[config.mk]
export PLATFORM = sky130hd
export DESIGN_NAME = conv2d_stream_engine
export DESIGN_NICKNAME = d
export VERILOG_FILES = /design/src/rtl/npu_pkg.sv /design/src/rtl/conv_line_buffer.sv /design/src/rtl/conv2d_stream_engine.sv
export SDC_FILE = /design/constraint.sdc
export NUM_CORES = 2
export LEC_CHECK = 0
export ABC_CLOCK_PERIOD_IN_PS = 22800
export CAP_MARGIN = 20
export CORE_MARGIN = 2
export CORE_UTILIZATION = 45
export DETAILED_ROUTE_END_ITERATION = 8
export PLACE_DENSITY = 0.62
export SLEW_MARGIN = 5
export SYNTH_ARGS = -nofsm -noshare
export SYNTH_HDL_FRONTEND = slang
export SYNTH_SLANG_ARGS = --single-unit
[constraint.sdc]
create_clock -name clk -period 22.8 [get_ports clk]
set_input_delay 6.84 -clock clk [delete_from_list [all_inputs] [get_ports clk]]
set_output_delay 6.84 -clock clk [all_outputs]
set_load 0.01 [all_outputs]
[src/rtl/npu_pkg.sv]
// ---------------------------------------------------------------------------
// | npu_pkg : shared types and helpers for the NPU convolution engine       |
// | Rev 1.0 : initial release                                               |
// ---------------------------------------------------------------------------
`default_nettype none

package npu_pkg;

  typedef enum logic [2:0] {
    S_IDLE = 3'd0,
    S_FILL = 3'd1,
    S_MAC  = 3'd2,
    S_OUT  = 3'd3,
    S_DONE = 3'd4
  } conv_state_e;

  // Accumulator width that can hold the sum of all kernel products without overflow.
  function automatic int acc_width(input int dw, input int ww, input int taps);
    return dw + ww + $clog2(taps);
  endfunction

endpackage

`default_nettype wire

[src/rtl/conv_line_buffer.sv]
// ---------------------------------------------------------------------------
// | conv_line_buffer : K_H-1 raster lines, exposes one K_H-tall pixel column|
// | Rev 1.0 : initial release                                               |
// ---------------------------------------------------------------------------
`default_nettype none

module conv_line_buffer
  import npu_pkg::*;
#(
  parameter int K_H   = 3,
  parameter int IMG_W = 15,
  parameter int DW    = 8
) (
  input  logic              clk,
  input  logic              shift_en,
  input  logic [DW-1:0]     din,
  output logic [K_H*DW-1:0] col_taps
);

  localparam int DEPTH = (K_H - 1) * IMG_W;

  logic [DW-1:0] mem [DEPTH];

  always_ff @(posedge clk) begin
    if (shift_en) begin
      mem[0] <= din;
      for (int i = 1; i < DEPTH; i++) begin
        mem[i] <= mem[i-1];
      end
    end
  end

  // Row K_H-1 is the incoming pixel; row r sits (K_H-1-r) full lines back.
  assign col_taps[(K_H-1)*DW +: DW] = din;

  for (genvar r = 0; r < K_H - 1; r++) begin : g_tap
    assign col_taps[r*DW +: DW] = mem[(K_H-1-r)*IMG_W - 1];
  end

endmodule

`default_nettype wire

[src/rtl/conv2d_stream_engine.sv]
// ---------------------------------------------------------------------------
// | conv2d_stream_engine : streaming KxK convolution, OUT_CH parallel lanes |
// | Optional macro CONV2D_SAT_EN : saturating narrowing + sat_flags port    |
// | Rev 1.0 : initial release                                               |
// ---------------------------------------------------------------------------
`default_nettype none

module conv2d_stream_engine
  import npu_pkg::*;
#(
  parameter int K_H    = 3,
  parameter int K_W    = 3,
  parameter int IMG_H  = 16,
  parameter int IMG_W  = 15,
  parameter int OUT_CH = 10,
  parameter int DW     = 8,
  parameter int WW     = 8,
  parameter int OUT_W  = 24
) (
  input  logic                         clk,
  input  logic                         rst,
  input  logic                         start,
  input  logic                         relu_en,
  input  logic                         w_we,
  input  logic [$clog2(OUT_CH)-1:0]    w_ch,
  input  logic [$clog2(K_H*K_W)-1:0]   w_tap,
  input  logic [WW-1:0]                w_data,
  input  logic                         pix_valid,
  output logic                         pix_ready,
  input  logic [DW-1:0]                pix_data,
  output logic                         out_valid,
  input  logic                         out_ready,
  output logic [OUT_CH*OUT_W-1:0]      out_data,
  output logic                         busy,
  output logic                         done
`ifdef CONV2D_SAT_EN
  ,
  output logic [OUT_CH-1:0]            sat_flags
`endif
);

  localparam int TAPS  = K_H * K_W;
  localparam int ACC_W = acc_width(DW, WW, TAPS);
  localparam int TW    = $clog2(TAPS);
  localparam int RW    = $clog2(IMG_H + 1);
  localparam int CW    = $clog2(IMG_W);

  conv_state_e          state;
  logic [RW-1:0]        row;
  logic [CW-1:0]        col;
  logic [TW-1:0]        tap;
  logic                 relu_q;
  logic                 last_q;

  logic signed [ACC_W-1:0] acc     [OUT_CH];
  logic signed [ACC_W-1:0] acc_nxt [OUT_CH];
  logic [OUT_CH*OUT_W-1:0] res;
`ifdef CONV2D_SAT_EN
  logic [OUT_CH-1:0]       sat_hit;
`endif

  logic signed [WW-1:0]  w_ram [OUT_CH][TAPS];
  logic signed [DW-1:0]  win   [TAPS];
  logic [K_H*DW-1:0]     col_taps;

  logic accept;
  logic win_full;
  logic col_last;
  logic row_last;

  assign accept   = pix_valid && pix_ready;
  assign col_last = (col == CW'(IMG_W - 1));
  assign row_last = (row == RW'(IMG_H - 1));
  assign win_full = (32'(row) >= K_H - 1) && (32'(col) >= K_W - 1);

  conv_line_buffer #(
    .K_H   (K_H),
    .IMG_W (IMG_W),
    .DW    (DW)
  ) u_line_buffer (
    .clk      (clk),
    .shift_en (accept),
    .din      (pix_data),
    .col_taps (col_taps)
  );

  // Window: newest column enters at c=K_W-1, older columns slide toward c=0.
  always_ff @(posedge clk) begin
    if (accept) begin
      for (int r = 0; r < K_H; r++) begin
        for (int c = 0; c < K_W - 1; c++) begin
          win[r*K_W + c] <= win[r*K_W + c + 1];
        end
        win[r*K_W + K_W - 1] <= $signed(col_taps[r*DW +: DW]);
      end
    end
  end

  // Weights are only writable while no frame is using them.
  always_ff @(posedge clk) begin
    if (w_we && (state == S_IDLE || state == S_DONE) &&
        (32'(w_ch) < OUT_CH) && (32'(w_tap) < TAPS)) begin
      w_ram[w_ch][w_tap] <= $signed(w_data);
    end
  end

  for (genvar ch = 0; ch < OUT_CH; ch++) begin : g_lane
    logic signed [DW+WW-1:0] prod;
    logic signed [ACC_W-1:0] relu_v;
    logic signed [OUT_W-1:0] narrow;

    assign prod        = (DW+WW)'(w_ram[ch][tap]) * (DW+WW)'(win[tap]);
    assign acc_nxt[ch] = acc[ch] + ACC_W'(prod);
    assign relu_v      = (relu_q && acc_nxt[ch][ACC_W-1]) ? '0 : acc_nxt[ch];

    if (OUT_W >= ACC_W) begin : g_wide
      assign narrow = OUT_W'(relu_v);
`ifdef CONV2D_SAT_EN
      assign sat_hit[ch] = 1'b0;
`endif
    end else begin : g_narrow
`ifdef CONV2D_SAT_EN
      logic ovf;
      // Fits only if every bit above the OUT_W sign bit matches the sign.
      assign ovf = (relu_v[ACC_W-1:OUT_W-1] != {(ACC_W-OUT_W+1){relu_v[ACC_W-1]}});
      assign narrow = !ovf ? OUT_W'(relu_v) :
                      relu_v[ACC_W-1] ? {1'b1, {(OUT_W-1){1'b0}}} :
                                        {1'b0, {(OUT_W-1){1'b1}}};
      assign sat_hit[ch] = ovf;
`else
      assign narrow = OUT_W'(relu_v);
`endif
    end

    assign res[ch*OUT_W +: OUT_W] = narrow;
  end

  always_ff @(posedge clk or posedge rst) begin
    if (rst) begin
      state     <= S_IDLE;
      row       <= '0;
      col       <= '0;
      tap       <= '0;
      relu_q    <= 1'b0;
      last_q    <= 1'b0;
      pix_ready <= 1'b0;
      out_valid <= 1'b0;
      busy      <= 1'b0;
      done      <= 1'b0;
      out_data  <= '0;
      for (int ch = 0; ch < OUT_CH; ch++) begin
        acc[ch] <= '0;
      end
`ifdef CONV2D_SAT_EN
      sat_flags <= '0;
`endif
    end else begin
      case (state)
        S_IDLE: begin
          if (start) begin
            state     <= S_FILL;
            row       <= '0;
            col       <= '0;
            relu_q    <= relu_en;
            pix_ready <= 1'b1;
            busy      <= 1'b1;
`ifdef CONV2D_SAT_EN
            sat_flags <= '0;
`endif
          end
        end

        S_FILL: begin
          if (accept) begin
            if (col_last) begin
              col <= '0;
              row <= row + RW'(1);
            end else begin
              col <= col + CW'(1);
            end
            last_q <= row_last && col_last;
            if (win_full) begin
              state     <= S_MAC;
              tap       <= '0;
              pix_ready <= 1'b0;
              for (int ch = 0; ch < OUT_CH; ch++) begin
                acc[ch] <= '0;
              end
            end
          end
        end

        S_MAC: begin
          for (int ch = 0; ch < OUT_CH; ch++) begin
            acc[ch] <= acc_nxt[ch];
          end
          if (tap == TW'(TAPS - 1)) begin
            state     <= S_OUT;
            out_valid <= 1'b1;
            out_data  <= res;
`ifdef CONV2D_SAT_EN
            sat_flags <= sat_flags | sat_hit;
`endif
          end else begin
            tap <= tap + TW'(1);
          end
        end

        S_OUT: begin
          if (out_ready) begin
            out_valid <= 1'b0;
            if (last_q) begin
              state <= S_DONE;
              done  <= 1'b1;
            end else begin
              state     <= S_FILL;
              pix_ready <= 1'b1;
            end
          end
        end

        S_DONE: begin
          state <= S_IDLE;
          done  <= 1'b0;
          busy  <= 1'b0;
        end

        default: begin
          state     <= S_IDLE;
          pix_ready <= 1'b0;
          out_valid <= 1'b0;
          busy      <= 1'b0;
          done      <= 1'b0;
        end
      endcase
    end
  end

endmodule

`default_nettype wire

==> results.cfg <==
[timing]
rsz0062_at_grt = false
timing.final.crit_period_ns = 9.79
fmax_ghz = 0.102
fin_crit_sh_pct = 43.0
finalSetupViolCount = 0
tightest_slew_ns = 1.15
finalHoldViolCount = 0
drv_slew = 0
clock_skew_ns = 0.0673
tns_ns = 0
slew_headroom_pct = 23.3

[logic_synthesis]
synth_seq_cells = 1406
synth_warnings = 0
syn_inst = 6794
synthTopCellsByArea = edfxtp_1 34%, fa_1 20%, dfrtp_1 12%
yosys-top-cells-count = 991 x inv_1, 984 x edfxtp_1, 880 x fa_1, 594 x nor2_1, 566 x nand2_1
yosysTopAreaCellShare_pct = 34.0
synth_edf_count = 984
synthFlopType = edfxtp_1
syn_avg_cell_area_um2 = 12.8
syn-num-nets = 8172
synthMostInstantiatedCell = inv_1
syn_area_mm2 = 0.0869
yosysTopAreaCell = edfxtp_1
seq_area_frac_synth_pct = 46.2
async_flop_share_pct = 30.0
synthDistinctLibCells = 71

[grt]
grt_usage_pct = 21.7
grt_pass1_vias = 54971
antenna_found_initial = 7
overflow = 0
grt_start_max_net_pins = 127
grt_pass1_wl_um = 329000

[die]
io_pins = 275
die_h_um = 443
die_width_um = 443
core_mm2 = 0.192
floorplan.initialDensity_pct = 45.2
core.rowCount = 161
die-area_mm2 = 0.197

[detailed_routing]
drtAntennaViolNets = 0
via_count = 51812
drtIter0Drc = 4118
routed_wl_um = 209000
remaining_drc_errors = 0
drt_pre_antenna_iters = 6
vias_per_cell = 5.35
wl_per_cell_um = 21.6

[placed_design]
hpwl_um = 149000
gp_congestion = 0.854
io_buffers = 274

[flow_run]
cap_violations = 0

[worst_hold_path]
worst_hold_path.num_cells = 0
min_path_type = reg2reg

[setup_path]
slowest_delay_ns = 0.72
crit_type = in2reg
cp_max_fo = 63
reg2reg_depth = 24
crit_path_end_kind = register
worstPathRequired_ns = 23.44
path_delay_family = buffers and inverters
path_cells = clkdlybuf4s50_1, nand2_1, a211o_1, nor2_4, buf_4, buf_4, buf_4, o21ai_0
cp_common_cell = buf_4
crit_arrival_ns = 10.44
critPathSlowestCell = buf_4
worstSetupStartpointType = input pin
worst-path-stages = 8
worst-path-buf-inv = 4

[clock_tree]
cts_made_buffers = 149
cts.sinks = 1406
cts_setup_buffers = 0
clkLatencyLatePin_ns = 0.82
post_cts_resized = 0
hold_buffers = 0
cts_max_path_buffers = 3
htree_levels = 4
tritoncts = yes
clockRootBuffer = clkbuf_16
clk_pin_slew_worst_paths_ns = 0.07

[layout]
syn_to_final_growth_pct = 12.4
drive_above_1_share_pct = 8.72
nets = 8413
nFillCells = 16427

[run_status]
status = finished, final reports clean
cell usage in the layout (no fill, tap or decap), drive strengths merged, types with 176 or more instances in the layout:
cell,instances
nor2,594
edfxtp,984
clkdlybuf4s50,266
fa,880
dfrtp,422
mux4,176
nand2,566
inv,999
o21ai,280
ha,467
final timing paths:
kind / from / to / slack (ns)
worst max-delay path: pix_valid / acc[29] / 13.01
worst min-delay path: u_line_buffer.mem[6][12] / u_line_buffer.mem[7][4] / 0.41
worst max register to register: tap[1] / out_data[30] / 13.67
worst min register to register: u_line_buffer.mem[6][12] / u_line_buffer.mem[7][4] / 0.41
max in group asynchronous: rst / out_data[185] / 14.05
min in group asynchronous: rst / acc[116] / 6.57
layer usage:
| metal | up-vias | global-route usage [%] | routed length (µm) |
|---|---|---|---|
| met1 | 26980 | 31.1 | 94600 |
| met4 | 6 | 4.98 | 4390 |
| met2 | 1318 | 35.2 | 99400 |
| met5 | - | 0 | 44 |
| met3 | 240 | 3.04 | 10700 |
| li1 | 23268 | - | - |
per-stage QoR:
step	hold slack, ns	setup slack (ns)	instances	area, µm²	util (%)
CTS	0.415	13.09	9685	97600	50.8
detailed placement	0.405	12.22	9409	92400	48.1
finish	0.413	13.01	9688	97700	50.8
floorplan	0.400	4.21	6794	86900	-
global route	0.418	12.84	9686	97600	50.8
global placement	0.400	12.31	9407	92300	48.0
cell families (layout without fill, tap and decap cells):
family          after synthesis  count (layout)  synth area share [%]
simple gates               1448            1448                  7.06
flops                      1406            1406                  46.2
fa+ha+maj                  1347            1347                  27.0
buf+inv                    1269            1635                  5.72
compound gates              854             854                  6.37
mux                         267             267                  5.62
xor+xnor                    203             203                  2.05
other cells                   0               2                     0
cell type report:
type	count	area (µm²)	area share, %
repair buffers	368	3460	3.54
clock buffers	168	3890	3.99
well taps	2526	3160	3.24
clock inverters	108	1390	1.42
multi-input cells	4119	41900	42.9
diodes	2	5.00	0.00513
flip-flops and latches	1406	40100	41.1
inverters	991	3730	3.82
worst reg2reg max path, stage by stage (launching register included):
cell and delay (ns):
dfrtp_4 0.75, buf_12 0.51, buf_4 0.71, mux4_2 0.42, mux2i_1 0.25, nor2_1 0.07, a21oi_1 0.75, nor2_1 0.15
fa_1 0.58, inv_1 0.06, fa_1 0.53, inv_1 0.05, fa_1 0.49, fa_1 0.45, fa_1 0.47, ha_1 0.34
o21ai_0 0.14, o21ai_0 0.16, a31oi_1 0.49, o21ai_1 0.21, a221oi_1 0.35, xnor2_1 0.12, buf_4 0.17, o21ai_1 0.54
o21ai_0 0.19
state kept, by name, indices dropped and copies added, names as in the netlist:
register,count
last_q,1
w_ram,720
row,5
state,3
u_line_buffer.mem,237
pix_ready,1
busy,1
acc,200
done,1
win,27
col,4
tap,4
out_valid,1
relu_q,1
out_data,200
Power is left out: the tool's default activity adds up to more than one toggle a clock period on the data nets, which glitch-free logic cannot reach.
